[src/rtl/wts_pkg.sv]
// Wave-table SRAM arbiter shared definitions.
// Channel ids, return-tag owner encoding and id validity check.
package wts_pkg;

  localparam logic [3:0] CH_A0 = 4'd0;
  localparam logic [3:0] CH_B0 = 4'd1;
  localparam logic [3:0] CH_C0 = 4'd2;
  localparam logic [3:0] CH_D0 = 4'd3;
  localparam logic [3:0] CH_E0 = 4'd4;
  localparam logic [3:0] CH_F0 = 4'd5;
  localparam logic [3:0] CH_A1 = 4'd8;
  localparam logic [3:0] CH_B1 = 4'd9;
  localparam logic [3:0] CH_C1 = 4'd10;
  localparam logic [3:0] CH_D1 = 4'd11;
  localparam logic [3:0] CH_E1 = 4'd12;
  localparam logic [3:0] CH_F1 = 4'd13;

  typedef enum logic {
    OWN_CPU  = 1'b0,
    OWN_TONE = 1'b1
  } owner_e;

  typedef struct packed {
    logic   valid;
    owner_e owner;
    logic   invalid;
  } ret_tag_t;

  // Ids 6, 7, 14 and 15 have no backing storage.
  function automatic logic wts_id_valid(input logic [3:0] id);
    return !(id[2] && id[1]);
  endfunction

endpackage

[src/rtl/wts_arb_return_pipe.sv]
// Read-return pipeline: carries the owner tag two stages,
// then samples SRAM data and steers it to the owner.
module wts_arb_return_pipe
  import wts_pkg::*;
(
  input  logic       clk,
  input  logic       nreset,
  input  logic       tag_valid,
  input  logic       tag_tone,
  input  logic       tag_invalid,
  input  logic [7:0] ram_q,
  output logic [7:0] cpu_q,
  output logic       cpu_q_en,
  output logic [7:0] tone_q,
  output logic       tone_q_en
);

  ret_tag_t   s1;
  ret_tag_t   s2;
  logic [7:0] data;

  assign data = s2.invalid ? 8'h00 : ram_q;

  always_ff @(posedge clk or negedge nreset) begin
    if (!nreset) begin
      s1        <= '0;
      s2        <= '0;
      cpu_q     <= '0;
      cpu_q_en  <= 1'b0;
      tone_q    <= '0;
      tone_q_en <= 1'b0;
    end else begin
      s1.valid   <= tag_valid;
      s1.owner   <= tag_tone ? OWN_TONE : OWN_CPU;
      s1.invalid <= tag_invalid;
      s2         <= s1;
      cpu_q_en   <= s2.valid && (s2.owner == OWN_CPU);
      tone_q_en  <= s2.valid && (s2.owner == OWN_TONE);
      if (s2.valid && (s2.owner == OWN_CPU)) begin
        cpu_q <= data;
      end
      if (s2.valid && (s2.owner == OWN_TONE)) begin
        tone_q <= data;
      end
    end
  end

endmodule

[src/rtl/wts_wave_mem_arbiter.sv]
// Wave-table SRAM arbiter: tone fetches win, CPU gets
// a forced slot after MAX_WAIT lost cycles.
module wts_wave_mem_arbiter
  import wts_pkg::*;
#(
  parameter int MAX_WAIT = 3
) (
  input  logic        clk,
  input  logic        nreset,
  input  logic [3:0]  cpu_id,
  input  logic [6:0]  cpu_a,
  input  logic [7:0]  cpu_d,
  input  logic        cpu_oe,
  input  logic        cpu_we,
  output logic        cpu_busy,
  output logic        cpu_drop,
  output logic [7:0]  cpu_q,
  output logic        cpu_q_en,
  input  logic        tone_req,
  input  logic [3:0]  tone_id,
  input  logic [6:0]  tone_a,
  output logic        tone_ack,
  output logic [7:0]  tone_q,
  output logic        tone_q_en,
  output logic [10:0] ram_a,
  output logic [7:0]  ram_d,
  output logic        ram_re,
  output logic        ram_we,
  input  logic [7:0]  ram_q
);

  logic       strobe;
  logic       force_cpu;
  logic       tone_win;
  logic       cpu_win;
  logic       pend_ok;
  logic       tone_ok;
  logic [3:0] pend_id;
  logic [6:0] pend_a;
  logic [7:0] pend_d;
  logic       pend_we;
  logic [3:0] wait_cnt;
  logic       tag_valid;
  logic       tag_invalid;

  assign strobe    = cpu_oe || cpu_we;
  assign force_cpu = cpu_busy && (wait_cnt == 4'(MAX_WAIT));
  assign tone_win  = tone_req && !force_cpu;
  assign cpu_win   = cpu_busy && !tone_win;
  assign tone_ack  = tone_win;
  assign pend_ok   = wts_id_valid(pend_id);
  assign tone_ok   = wts_id_valid(tone_id);

  // Strobes seen while busy, including the grant cycle, are lost.
  always_ff @(posedge clk or negedge nreset) begin
    if (!nreset) begin
      cpu_busy <= 1'b0;
      cpu_drop <= 1'b0;
      pend_id  <= '0;
      pend_a   <= '0;
      pend_d   <= '0;
      pend_we  <= 1'b0;
    end else begin
      cpu_drop <= strobe && cpu_busy;
      if (!cpu_busy) begin
        if (strobe) begin
          cpu_busy <= 1'b1;
          pend_id  <= cpu_id;
          pend_a   <= cpu_a;
          pend_d   <= cpu_d;
          pend_we  <= cpu_we;
        end
      end else if (cpu_win) begin
        cpu_busy <= 1'b0;
      end
    end
  end

  always_ff @(posedge clk or negedge nreset) begin
    if (!nreset) begin
      wait_cnt <= '0;
    end else if (!cpu_busy || cpu_win) begin
      wait_cnt <= '0;
    end else if (tone_win && (wait_cnt != 4'hF)) begin
      wait_cnt <= wait_cnt + 4'd1;
    end
  end

  always_ff @(posedge clk or negedge nreset) begin
    if (!nreset) begin
      ram_a  <= '0;
      ram_d  <= '0;
      ram_re <= 1'b0;
      ram_we <= 1'b0;
    end else begin
      ram_re <= 1'b0;
      ram_we <= 1'b0;
      unique case (1'b1)
        tone_win: begin
          ram_a  <= {tone_id, tone_a};
          ram_re <= tone_ok;
        end
        cpu_win: begin
          ram_a  <= {pend_id, pend_a};
          ram_d  <= pend_d;
          ram_re <= !pend_we && pend_ok;
          ram_we <= pend_we && pend_ok;
        end
        default: ;
      endcase
    end
  end

  assign tag_valid   = tone_win || (cpu_win && !pend_we);
  assign tag_invalid = tone_win ? !tone_ok : !pend_ok;

  wts_arb_return_pipe u_ret (
    .clk         (clk),
    .nreset      (nreset),
    .tag_valid   (tag_valid),
    .tag_tone    (tone_win),
    .tag_invalid (tag_invalid),
    .ram_q       (ram_q),
    .cpu_q       (cpu_q),
    .cpu_q_en    (cpu_q_en),
    .tone_q      (tone_q),
    .tone_q_en   (tone_q_en)
  );

endmodule

[config.mk]
export PLATFORM = sky130hd
export DESIGN_NAME = wts_wave_mem_arbiter
export DESIGN_NICKNAME = d
export VERILOG_FILES = /design/src/rtl/wts_pkg.sv /design/src/rtl/wts_arb_return_pipe.sv /design/src/rtl/wts_wave_mem_arbiter.sv
export SDC_FILE = /design/constraint.sdc
export NUM_CORES = 1
export LEC_CHECK = 0
export CORE_AREA = 2 2 79 81
export DETAILED_ROUTE_END_ITERATION = 6
export DIE_AREA = 0 0 81 83
export PLACE_DENSITY = 0.86
export SLEW_MARGIN = 15
export SYNTH_ARGS = -nofsm -noshare
export SYNTH_HDL_FRONTEND = slang
export SYNTH_HIERARCHICAL = 1
export SYNTH_SLANG_ARGS = --single-unit
[constraint.sdc]
create_clock -name clk -period 4.5 [get_ports clk]
set_input_delay 0.675 -clock clk [delete_from_list [all_inputs] [get_ports clk]]
set_output_delay 0.675 -clock clk [all_outputs]
set_load 0.01 [all_outputs]
[Word-level counts from Yosys, hierarchy flattened]
Cells that the tools add are included.
Widths: inputs -> output; s select.
Word-level totals
  word-level logic and storage cells: 61
  register bits: 71
  output and inout bits: 42
  input port bits: 43
Operators by class
  eq/ne operators: 2
  mux-type cells: 11
  reduce and logical (&&, ||, !) cells: 24
  bitwise logic cells: 2
  add/sub/neg operators: 1
Operator list (number)
  $pmux 11 s2: 1
  $logic_and 1x1->1: 12
  $mux 4: 2
  $mux 8: 1
  $logic_not 1->1: 6
  $mux 1: 6
  $add 4x1->4 const B: 1
  $eq 4x2->1 const B: 1
  $ne 4x4->1 const B: 1
  $reduce_bool 2->1: 2
  $logic_or 1x1->1: 3
  $not 1->1: 2
  $pmux 1 s2: 1
  $reduce_and 2->1: 1

[Logic depth before layout (Yosys ltp)]
  depth in word-level cells: 8
  depth in mapped cells: 5
  mapped depth without buffers: 4

[By module]
The synthesis kept the hierarchy.
Modules (own cells, without submodules)
  wts_wave_mem_arbiter: area each 1945.6 µm², seq. area each 1176.1 µm², times used 1, cells an instance 135
  wts_arb_return_pipe: area each 915.9 µm², seq. area each 600.6 µm², times used 1, cells an instance 52

[Worst setup path before layout]
Ideal clock, no wire load.
  path type: register to output
  start point: register wait_cnt[0]
  end point: output port tone_ack
  cell stages (with the launch flop): 5
  buffers on the path: 1
  arrival: 1247 ps
  path slack: 2578 ps
  cell sequence: dfrtp_1 > ha_1 > and4bb_4 > nor2b_2 > buf_4
On the way
  longest elaborated chain between the ends: 4
RTL lines
  start, declared: RTL line wts_wave_mem_arbiter.sv:42  | logic [3:0] wait_cnt;
  start signal, assigned: RTL line wts_wave_mem_arbiter.sv:85  | wait_cnt <= wait_cnt + 4'd1;
  $eq 4x2->1: RTL line wts_wave_mem_arbiter.sv:47  | assign force_cpu = cpu_busy && (wait_cnt == 4'(MAX_WAIT));
  $logic_and 1x1->1: RTL line wts_wave_mem_arbiter.sv:47
  $logic_not 1->1: RTL line wts_wave_mem_arbiter.sv:48  | assign tone_win = tone_req && !force_cpu;
  $logic_and 1x1->1: RTL line wts_wave_mem_arbiter.sv:48
  end, declared: RTL line wts_wave_mem_arbiter.sv:22  | output logic tone_ack,
No other way between the ends.

[Final worst setup path]
  start point: input port tone_req
  end point: output port tone_ack
On the way
  longest elaborated chain between the ends: 1
RTL lines
  start, declared: RTL line wts_wave_mem_arbiter.sv:19  | input logic tone_req,
  $logic_and 1x1->1: RTL line wts_wave_mem_arbiter.sv:48
No other way between the ends.

==> flow_summary.json <==
{
  "status": "finished clean",
  "worst_path_largest_cell_delay_ps": 570,
  "cp.buffers_inverters": 3,
  "slew_headroom_pct": 27.1,
  "setup_repair_after_global_routing_missed_its_margin": "false",
  "finClkSkew_ps": 6.62,
  "detail_route.vias_per_cell": 5.14,
  "drt_first_iter_violations": 102,
  "critPathRequiredTime_ps": 3830,
  "drv_cap": 0,
  "place_congestion": 0.738,
  "worst-endpoint-arrival_ps": 2190,
  "design.final.nets": 320,
  "num_antenna_cells": 0,
  "ant_nets": 0,
  "ctsHoldBuffers": 0,
  "power.density_cell_area_mw_per_mm2": 533,
  "worst_path_max_delay_cell": "sky130_fd_sc_hd__clkdlybuf4s50_1",
  "ctsResizeCount": 0,
  "setup_viol_count_final": 0,
  "fmax_mhz": 349,
  "worst_setup_path_end_kind": "primary output",
  "synth-warning-count": 6,
  "post_synth_inst_count": 187,
  "buffer_ports.inserted": 84,
  "firstDrtPassIters": 4,
  "clock_latency_ps": 330,
  "dpl.hpwl_um": 3930,
  "wl_per_cell_um": 15.9,
  "row_cnt": 28,
  "clock_path_buffers": 2,
  "clock-root-buffer": "sky130_fd_sc_hd__clkbuf_8",
  "clock_tree_from_tritoncts": "done",
  "synth.ff_latch_count": 71,
  "die_area_mm2": 0.00672,
  "finalSetupTns_ps": 0,
  "hold_class": "reg -> reg",
  "p_leak_nw": 1.72,
  "drive_gt1_share_pct": 26.0,
  "cpMostUsedCell": "sky130_fd_sc_hd__clkdlybuf4s50_1",
  "cp_top_family": "buffers and inverters",
  "cts.reportedPaths.clkPinSlew_ps": 70,
  "die_w_um": 81,
  "flow.area_growth_from_synthesis_pct": 36.9,
  "route.vias.total": 1831,
  "total_power_mw": 2.09,
  "floorplan.initialDensity_pct": 49.2,
  "mapped_area_mm2": 0.00286,
  "final_period_minus_worst_setup_slack_ps": 2870,
  "syn-num-nets": 231,
  "post_synth.cell_area_avg_um2": 15.3,
  "via_count_of_the_first_global_routing_pass": 1910,
  "clock_sink_count": 71,
  "ios": 85,
  "yosysUniqueCellTypes": 30,
  "antenna_found_initial": 0,
  "max-vdd-ir-drop_mv": 0.288,
  "synth_seq_area_share_pct": 62.1,
  "cts_setup_buffers": 0,
  "final.period_utilization_pct": 63.8,
  "vert_die_dim_um": 83,
  "track_usage_pct": 18.0,
  "crit_chain": "clkdlybuf4s50_1, nor2b_2, buf_4, clkdlybuf4s50_1",
  "grt_remaining_overflow": 0,
  "tritoncts.num_buffers": 9,
  "first_pass_grt_wire_length_um": 9090,
  "worstPathMaxFanout": 16,
  "drt-total-wl_um": 5670,
  "critPathKind": "in -> out",
  "grt_start_max_net_pins": 72,
  "timing.final.hold_violations": 0,
  "cts_htree_levels": 3,
  "design.core.area_mm2": 0.00582,
  "cp-start-kind": "primary input",
  "drv_slew": 0,
  "drcViolationCount": 0,
  "tightest_slew_ps": 1090
}
[stage by stage]
stage                     instances  hold slack (ps)  instance area [µm²]  utilization (%)  setup WS (ps)
after CTS                       356              348                 3920             67.4           1610
after global placement          340              332                 3750             64.5           1640
after floorplan                 187              331                 2860                -           2580
final                           356              350                 3920             67.4           1630
after global routing            356              346                 3920             67.4           1560
after detailed placement        340              341                 3750             64.5           1610
[report_power, final]
group | total (mW) | leakage (nW) | internal [mW] | switching, mW
logic | 0.703 | 0.777 | 0.453 | 0.250
clock network | 0.432 | 0.0874 | 0.215 | 0.217
registers | 0.953 | 0.858 | 0.840 | 0.113
total | 2.09 | 1.72 | 1.51 | 0.580
[final cells by class]
type	count	area (µm²)
Clock buffer	13	149
Clock inverter	3	18.8
Fill cell	436	1900
Inverter	4	15.0
Multi-Input combinational cell	105	1020
Sequential cell	71	1780
Tap cell	75	93.8
Timing Repair Buffer	85	846
[layout by cell type, fill, tap and decap left out, types with 3 or more instances in the layout]
cell type,n
sky130_fd_sc_hd__and2_1,11
sky130_fd_sc_hd__nand2_1,4
sky130_fd_sc_hd__a221o_1,11
sky130_fd_sc_hd__inv_1,4
sky130_fd_sc_hd__and2b_2,8
sky130_fd_sc_hd__mux2_2,30
sky130_fd_sc_hd__dfrtp_1,71
sky130_fd_sc_hd__mux2_4,14
sky130_fd_sc_hd__clkbuf_8,10
sky130_fd_sc_hd__nor2_1,7
sky130_fd_sc_hd__clkbuf_1,3
sky130_fd_sc_hd__clkdlybuf4s50_1,83
[flip-flops by register name, summed over array words and instances, names as in the netlist]
signal           cells
pend_we              1
u_ret/s1             3
u_ret/s2             3
pend_d               8
u_ret/tone_q         8
ram_a               11
pend_id              4
ram_d                8
cpu_drop             1
u_ret/cpu_q          8
cpu_busy             1
wait_cnt             4
u_ret/cpu_q_en       1
ram_we               1
pend_a               7
u_ret/tone_q_en      1
ram_re               1
[routing by layer]
metal | share of wire (%) | global-route usage (%) | vias to the layer above | wire (µm)
li1 | - | - | 838 | -
met5 | 0 | 0 | - | 0
met3 | 5.3 | 3.59 | 9 | 303
met2 | 49 | 28.3 | 63 | 2800
met1 | 44 | 23.9 | 921 | 2480
met4 | 1.4 | 7.86 | 0 | 79
[kinds of logic (layout without fill, tap and decap cells)]
kind of cell             count (synthesis)  after routing  share of synthesized area, %
AO/OA/AOI/OAI                           17             17                          5.82
XOR/XNOR                                 1              1                         0.306
adder cells (fa/ha/maj)                  1              1                         0.437
buffers and inverters                   11            105                          2.45
flip-flops                              71             71                          62.1
multiplexers                            46             46                          19.9
AND/OR/NAND/NOR                         40             40                          9.05
[cells in the mapped netlist]
| cell | number | share of area, % |
|---|---|---|
| sky130_fd_sc_hd__a31oi_1 | 1 | 0.22 |
| sky130_fd_sc_hd__o21ai_0 | 1 | 0.17 |
| sky130_fd_sc_hd__and2b_2 | 8 | 2.4 |
| sky130_fd_sc_hd__nand3_1 | 2 | 0.35 |
| sky130_fd_sc_hd__nor2b_4 | 1 | 0.48 |
| sky130_fd_sc_hd__a32o_1 | 1 | 0.35 |
| sky130_fd_sc_hd__a221o_1 | 11 | 3.8 |
| sky130_fd_sc_hd__buf_4 | 1 | 0.26 |
| sky130_fd_sc_hd__mux2i_1 | 2 | 0.70 |
| sky130_fd_sc_hd__nor2_1 | 7 | 0.92 |
| sky130_fd_sc_hd__buf_2 | 2 | 0.35 |
| sky130_fd_sc_hd__nand2_1 | 4 | 0.52 |
| sky130_fd_sc_hd__and3_1 | 1 | 0.22 |
| sky130_fd_sc_hd__dfrtp_1 | 71 | 62 |
| sky130_fd_sc_hd__nor3_1 | 2 | 0.35 |
| sky130_fd_sc_hd__o21bai_4 | 1 | 0.66 |
| sky130_fd_sc_hd__nor2b_2 | 1 | 0.31 |
| sky130_fd_sc_hd__ha_1 | 1 | 0.44 |
| sky130_fd_sc_hd__and2_1 | 11 | 2.4 |
| sky130_fd_sc_hd__a21o_1 | 1 | 0.26 |
| sky130_fd_sc_hd__clkbuf_1 | 1 | 0.13 |
| sky130_fd_sc_hd__mux2_2 | 30 | 12 |
| sky130_fd_sc_hd__xnor2_1 | 1 | 0.31 |
| sky130_fd_sc_hd__o311ai_0 | 1 | 0.31 |
| sky130_fd_sc_hd__nand2_2 | 1 | 0.22 |
| sky130_fd_sc_hd__inv_1 | 4 | 0.52 |
| sky130_fd_sc_hd__buf_6 | 3 | 1.2 |
| sky130_fd_sc_hd__nor3b_1 | 1 | 0.26 |
| sky130_fd_sc_hd__mux2_4 | 14 | 7.3 |
| sky130_fd_sc_hd__and4bb_4 | 1 | 0.57 |
[final timing paths]
kind / start / endpoint / slack [ps] / cells past startpoint
max: tone_req / tone_ack / 1630 / 4
min: u_ret/s1[1]$_DFF_PN0_ / u_ret/s2[1]$_DFF_PN0_ / 350 / 0
max reg2reg: wait_cnt[0]$_DFFE_PN0P_ / wait_cnt[3]$_DFFE_PN0P_ / 2550 / 4
min reg2reg: u_ret/s1[1]$_DFF_PN0_ / u_ret/s2[1]$_DFF_PN0_ / 350 / 0
max in group asynchronous: nreset / pend_d[2]$_DFFE_PN0P_ / 3490 / 1
min in group asynchronous: nreset / u_ret/cpu_q[0]$_DFFE_PN0P_ / 450 / 1
[worst reg2reg max path, delay by kind of cell, from the launching register on]
kind	cells	cell delay [ps]
AOI/OAI and AO/OA	1	850
and+or+nand+nor	1	160
adders and majority gates	1	300
DFF	1	420
buffers and inverters	1	60
No activity file was read; power rests on OpenSTA's default activity.
